$ cat src/rtl/pipelined_cla_adder.sv
// pipelined_cla_adder: pipelined carry-lookahead adder/subtractor built from
// 4-bit CLA blocks, BLOCKS_PER_STAGE blocks resolved per clock.
// Ports:
//   clk, rst_n            clock, synchronous active-low reset
//   in_valid/in_ready     operand beat handshake (a_in, b_in, c_in, sub)
//   out_valid/out_ready   result handshake (s_out, c_out, ovf_out)
//   sub=1 computes a_in - b_in; c_out=1 then means no borrow.
module pipelined_cla_adder #(
   parameter int NUMBITS          = 16,
   parameter int BLOCKS_PER_STAGE = 1
) (
   input  logic               clk,
   input  logic               rst_n,
   input  logic               in_valid,
   output logic               in_ready,
   input  logic [NUMBITS-1:0] a_in,
   input  logic [NUMBITS-1:0] b_in,
   input  logic               c_in,
   input  logic               sub,
   output logic               out_valid,
   input  logic               out_ready,
   output logic [NUMBITS-1:0] s_out,
   output logic               c_out,
   output logic               ovf_out
);

   localparam int NBLK = NUMBITS / 4;
   localparam int BPS  = BLOCKS_PER_STAGE;
   localparam int BPSS = (BPS < 1) ? 1 : BPS;
   localparam int LAT  = (NBLK / BPSS < 1) ? 1 : NBLK / BPSS;

   generate
      if ((NUMBITS % 4) != 0 || NUMBITS < 4) begin : g_bad_width
         $error("NUMBITS must be a positive multiple of 4");
      end
      if (BPS < 1 || (NBLK % BPSS) != 0) begin : g_bad_bps
         $error("BLOCKS_PER_STAGE must divide NUMBITS/4");
      end
   endgenerate

   // Returns {carry into bit 3, carry out, sum[3:0]}.
   function automatic logic [5:0] cla4(
      input logic [3:0] a,
      input logic [3:0] b,
      input logic       ci
   );
      logic [3:0] g;
      logic [3:0] p;
      logic [4:0] c;
      g    = a & b;
      p    = a ^ b;
      c[0] = ci;
      c[1] = g[0] | (p[0] & ci);
      c[2] = g[1] | (p[1] & g[0])
           | (p[1] & p[0] & ci);
      c[3] = g[2] | (p[2] & g[1])
           | (p[2] & p[1] & g[0])
           | (p[2] & p[1] & p[0] & ci);
      c[4] = g[3] | (p[3] & g[2])
           | (p[3] & p[2] & g[1])
           | (p[3] & p[2] & p[1] & g[0])
           | (p[3] & p[2] & p[1] & p[0] & ci);
      return {c[3], c[4], p ^ c[3:0]};
   endfunction

   // Stage k register: result of stage k logic.
   // r_s holds the sum bits done so far; r_a/r_b
   // keep the operands for the blocks still to go.
   logic [NUMBITS-1:0] r_a   [LAT];
   logic [NUMBITS-1:0] r_b   [LAT];
   logic [NUMBITS-1:0] r_s   [LAT];
   logic               r_sub [LAT];
   logic               r_c   [LAT];
   logic               r_cm  [LAT];
   logic               r_vld [LAT];

   logic [NUMBITS-1:0] w_a   [LAT];
   logic [NUMBITS-1:0] w_b   [LAT];
   logic [NUMBITS-1:0] w_s   [LAT];
   logic               w_sub [LAT];
   logic               w_c   [LAT];
   logic               w_cm  [LAT];
   logic               w_vld [LAT];

   logic [5:0]         w_blk;
   logic [3:0]         w_bs;
   logic               w_cc;
   logic               w_adv;

   // One global enable: the whole pipe moves or
   // holds together, so stalled outputs stay put.
   assign w_adv     = !r_vld[LAT-1] || out_ready;
   assign in_ready  = w_adv;
   assign out_valid = r_vld[LAT-1];
   assign s_out     = r_s[LAT-1];
   assign c_out     = r_c[LAT-1];
   assign ovf_out   = r_cm[LAT-1] ^ r_c[LAT-1];

   always_comb begin
      w_blk = '0;
      w_bs  = '0;
      w_cc  = 1'b0;
      for (int k = 0; k < LAT; k++) begin
         if (k == 0) begin
            w_a[k]   = a_in;
            w_b[k]   = b_in;
            w_s[k]   = '0;
            w_sub[k] = sub;
            w_vld[k] = in_valid;
            // Subtract forces carry-in to 1.
            w_cc     = sub | c_in;
            w_cm[k]  = 1'b0;
         end else begin
            w_a[k]   = r_a[(k > 0) ? k - 1 : 0];
            w_b[k]   = r_b[(k > 0) ? k - 1 : 0];
            w_s[k]   = r_s[(k > 0) ? k - 1 : 0];
            w_sub[k] = r_sub[(k > 0) ? k - 1 : 0];
            w_vld[k] = r_vld[(k > 0) ? k - 1 : 0];
            w_cc     = r_c[(k > 0) ? k - 1 : 0];
            w_cm[k]  = r_cm[(k > 0) ? k - 1 : 0];
         end
         for (int j = 0; j < BPSS; j++) begin
            w_bs  = w_b[k][(k*BPSS+j)*4 +: 4]
                  ^ {4{w_sub[k]}};
            w_blk = cla4(w_a[k][(k*BPSS+j)*4 +: 4],
                         w_bs, w_cc);
            w_s[k][(k*BPSS+j)*4 +: 4] = w_blk[3:0];
            w_cc    = w_blk[4];
            // Last block of the last stage owns
            // the MSB, so this ends up as c_msb_in.
            w_cm[k] = w_blk[5];
         end
         w_c[k] = w_cc;
      end
   end

   always_ff @(posedge clk) begin
      for (int k = 0; k < LAT; k++) begin
         if (!rst_n) begin
            r_vld[k] <= 1'b0;
            r_a[k]   <= '0;
            r_b[k]   <= '0;
            r_s[k]   <= '0;
            r_sub[k] <= 1'b0;
            r_c[k]   <= 1'b0;
            r_cm[k]  <= 1'b0;
         end else if (w_adv) begin
            r_vld[k] <= w_vld[k];
            r_a[k]   <= w_a[k];
            r_b[k]   <= w_b[k];
            r_s[k]   <= w_s[k];
            r_sub[k] <= w_sub[k];
            r_c[k]   <= w_c[k];
            r_cm[k]  <= w_cm[k];
         end
      end
   end

endmodule

$ cat config.mk
export PLATFORM = sky130hd
export DESIGN_NAME = pipelined_cla_adder
export DESIGN_NICKNAME = d
export VERILOG_FILES = /design/src/rtl/pipelined_cla_adder.sv
export SDC_FILE = /design/constraint.sdc
export NUM_CORES = 1
export LEC_CHECK = 0
export BUFFER_PORTS_ARGS = -buffer_cell sky130_fd_sc_hd__buf_2
export CAP_MARGIN = 20
export CORE_MARGIN = 4
export CORE_UTILIZATION = 47
export DETAILED_ROUTE_END_ITERATION = 10
export PLACE_DENSITY = 0.67
export SLEW_MARGIN = 10
export SYNTH_ARGS = -nofsm -noshare
export SYNTH_HDL_FRONTEND = slang
export SYNTH_SLANG_ARGS = --single-unit
$ cat constraint.sdc
create_clock -name clk -period 7.1 [get_ports clk]
set_input_delay 0.355 -clock clk [delete_from_list [all_inputs] [get_ports clk]]
set_output_delay 0.355 -clock clk [all_outputs]
set_load 0.02 [all_outputs]
== Word level (Yosys, flattened, before mapping) ==
Memories as Yosys holds them, arrays and structs flattened.
Index checks and enable logic that the tools add are counted.
Storage, ports and cells
  word-level logic and storage cells: 191
  flip-flop bits (word level): 0
  memories kept: 7
  RAM bits: 208
  output and inout bits: 20
Memory list
  r_a: words 4, bits a word 16, rd ports 3, clocked after Yosys merged registers in 0, write ports 4, RTL line 69  | logic [NUMBITS-1:0] r_a [LAT];
  r_b: words 4, bits a word 16, rd ports 3, clocked after Yosys merged registers in 0, write ports 4, RTL line 70  | logic [NUMBITS-1:0] r_b [LAT];
  r_s: words 4, bits a word 16, rd ports 4, clocked after Yosys merged registers in 0, write ports 4, RTL line 71  | logic [NUMBITS-1:0] r_s [LAT];
  r_c: words 4, bits a word 1, rd ports 4, clocked after Yosys merged registers in 0, write ports 4, RTL line 73  | logic r_c [LAT];
  r_cm: words 4, bits a word 1, rd ports 1, clocked after Yosys merged registers in 0, write ports 4, RTL line 74  | logic r_cm [LAT];
  r_sub: words 4, bits a word 1, rd ports 3, clocked after Yosys merged registers in 0, write ports 4, RTL line 72  | logic r_sub [LAT];
  +1 memories
Cells by class
  mux-type cells: 32
  bitwise gates (word level): 150
  reduce and logical (&&, ||, !) cells: 2
Operators by type and width (count)
  16-bit 2-to-1 mux: 12
  1-bit bitwise OR: 69
  1-bit AND: 64
  4-bit bitwise XOR: 12
  1-bit 2-to-1 mux: 20
  4-bit AND: 4
  1-bit zero test: 1
  1-bit logical OR: 1
  1-bit bitwise XOR: 1

== Longest topological paths before layout ==
An unclocked memory read counts as a cell.
  depth in word-level cells: 9
  depth in mapped cells: 6
  gate-level depth less buffers: 5

== Worst setup path before layout ==
OpenSTA, ideal clock, no wires.
  kind: in2reg
  start point: input port rst_n
  end point: memory r_a[0][10] (enable)
  setup slack: 3.088 ns
  data required time: 5.958 ns
  arrival time: 2.869 ns
  cell stages on the path: 3
  buffers on the path: 2
  cell sequence: buf_4 clkbuf_1 nand3b_1
RTL lines
  start: declaration: RTL line 13  | input logic rst_n,
  end: declaration: RTL line 69

==> metrics.yaml <==
status:
  status: "finished, final reports clean"
logic_synthesis:
  synth_nets: 389
  syn_avg_cell_area_um2: 14.05
  synth.cell_area_um2: 4652
  synth_compound_area_share_pct: 4.330
  ys_ff_latch: 100
  synth-xor-area-share_pct: 3.954
  synth_top_family_by_area: "simple AND/OR/NAND/NOR gates"
  synthArstFlopShare_pct: 0
  synthFlopType: "edfxtp_1"
  synth_edf_count: 97
  yosys_warnings: 0
  yosysTopAreaCell: "edfxtp_1"
  synthMuxAreaShare_pct: 1.614
  netlist_instances: 331
  ys_top_cells_by_area: "edfxtp_1 63%, and3_1 11%, ha_1 4.3%"
  yosysUniqueCellTypes: 38
  synth-simple-area-share_pct: 14.25
  synth-adder-area-share_pct: 6.025
  synth.yosys.seq_area_share_pct: 63.91
  yosysTopAreaCellShare_pct: 62.61
clocking:
  root_buffer: "clkbuf_8"
  holdBufCountCts: 0
  clk_pin_slew_ps: 100
  cts_resized: 0
  cts_inserted_buffers: 9
  clockBufferDepth: 2
  insertion_delay_ps: 360
  tritoncts: "yes"
  clock_sinks: 100
  post_cts_buffers: 0
  h-tree-depth: 3
cells_and_area:
  drive_above_1_share_pct: 22.07
  num_antenna_cells: 0
  multiInputGateArea_um2: 1404
  layout.area.seq_um2: 2973
  n_fill_cell: 860
  nets: 420
  most-common-layout-cells: "97 x edfxtp_1, 82 x and3_1, 57 x buf_2"
  final_common_cell: "edfxtp_1"
  areaGrowthSynthToFinish_pct: 10.09
die:
  die_height_um: 107.5
  ios: 58
  row_count: 36
  die_area_um2: 11550
  start_util_pct: 48.04
  fp.coreArea_um2: 9684
  die-width_um: 107.5
power_and_ir_drop:
  ir_drop_mv: 0.09474
  power_density_nw_per_um2: 238.2
  power_leakage_uw: 0.002568
timing:
  maxSlewViolCount: 0
  setup_ws_ps: 5035
  layout_min_cycle_time_ps: 2065
  tns_ps: 0
  hold_violations: 0
  max-slew-margin-rel_pct: 46.62
  setup_viol_count_final: 0
  rsz0062_at_grt: "false"
  skew_ps: 14.55
  worst_pin_slew_ps: 800.6
  post-route-period-util_pct: 29.09
  max_freq_mhz: 484.2
drt:
  routedWlPerCell_um: 13.74
  drc: 0
  num_vias: 2498
  vias_per_cell: 4.996
  first_pass_iters: 4
  wirelength_mm: 6.869
  antenna_left: 0
  initialDrtViolationCount: 176
setup_path:
  worst-endpoint-arrival_ps: 1710
  critPathRequiredTime_ps: 6740
  crit_fanout: 94
  reg2reg_to: "r_s[1][31]$_SDFFCE_PN0P_"
  crit_type: "reg -> out"
  worstSetupEndpointType: "output pin"
  r2r_setup_slack_ps: 5130
  rr_worst_depth: 5
  reg2reg_from: "r_sub[1][0]$_DFF_P_"
  setup.worst_path.start_class: "register"
global_route:
  grt_pass1_wl_mm: 11.42
  grt_max_degree: 98
  antenna_found_initial: 0
  grtUsageTotal_pct: 12.44
  gr-total-overflow: 0
  grt_pass1_vias: 2428
min_path:
  hold_path_depth: 2
  min_from: "b_in[12]"
  hold_end: "r_b[0][12]$_SDFFCE_PN0P_"
  hold_class: "in -> reg"
place:
  portBuffers: 57
  pre_cts_slack_ps: 4766
  dp_hpwl_mm: 4.179
  gp_congestion: 0.7622
flow_run:
  drv_cap: 0
==> cells in the mapped netlist (2+ instances only) <==
library cell / count
edfxtp_1: 97
and3_1: 82
buf_4: 19
xor2_1: 19
ha_1: 16
buf_2: 9
clkbuf_1: 9
nor2_1: 9
inv_1: 7
mux2i_1: 6
nand3_1: 6
a211o_1: 4
a21o_1: 4
fa_1: 4
nand3b_1: 4
dfxtp_1: 3
o21ai_0: 3
a21oi_1: 2
a21oi_2: 2
buf_6: 2
nand2_1: 2
nor2b_1: 2
nor3_1: 2
o21a_1: 2
o2bb2ai_1: 2
xnor2_1: 2
==> cell type report <==
cell class | count | area share [%]
tap | 133 | 3.249
clock buffer | 11 | 2.761
timing repair buffer | 60 | 6.401
inverter | 7 | 0.5131
clock inverter | 5 | 1.613
sequential | 100 | 58.05
multi-input combinational | 184 | 27.41
==> through the flow <==
step	power [µW]	instance area (µm²)	hold WS (ps)	std cells	utilization, %
3_5_place_dp	835.8	4870	499.2	483	50.28
2_1_floorplan	809.9	4652	474.3	331	-
3_3_place_gp	831.9	4870	495.0	483	50.28
6_report	1220	5121	304.1	500	52.88
5_1_grt	1273	5121	297.2	500	52.88
4_1_cts	1230	5094	284.9	499	52.60
==> routing by layer <==
| metal | up-vias | share of wire, % | track usage [%] |
|---|---|---|---|
| met5 | - | 0 | 0 |
| met4 | 0 | 1.5 | 5.410 |
| met3 | 10 | 5.2 | 2.879 |
| met2 | 55 | 43 | 18.43 |
| met1 | 1161 | 50 | 17.56 |
| li1 | 1272 | - | - |
==> flip-flops by register name (all words and copies together), names as in the netlist <==
| register | cells |
|---|---|
| r_a | 24 |
| r_sub | 3 |
| r_vld | 4 |
| r_s | 40 |
| r_b | 24 |
| r_cm | 1 |
| r_c | 4 |
==> power breakdown <==
| group | internal (µW) | switching, µW |
|---|---|---|
| Clock | 210 | 189 |
| Sequential | 690 | 12.7 |
| Combinational | 55.8 | 62.2 |
==> how the worst max path moves through the flow <==
stage	cells past startpoint	end	start
finish	2	in_ready	r_vld[1][1]$_DFFE_PP_
global route	2	in_ready	r_vld[1][1]$_DFFE_PP_
CTS	2	in_ready	r_vld[1][1]$_DFFE_PP_
detailed placement	4	r_s[1][22]$_SDFFCE_PN0P_	rst_n
global placement	4	r_a[0][4]$_SDFFCE_PN0P_	rst_n
floorplan	3	r_a[0][10]$_SDFFCE_PN0P_	rst_n
==> critical path, cell delays in order, from the launching register on <==
cell and delay (ps):
edfxtp_1 460, nand2b_4 600, buf_2 290
==> kinds of logic after synthesis <==
family	after synthesis
flip-flops	100
AND/OR/NAND/NOR	110
multiplexers	7
adder cells (fa/ha/maj)	20
AO/OA/AOI/OAI	26
buffers and inverters	47
XOR/XNOR	21
(Power assumes the default switching activity.)
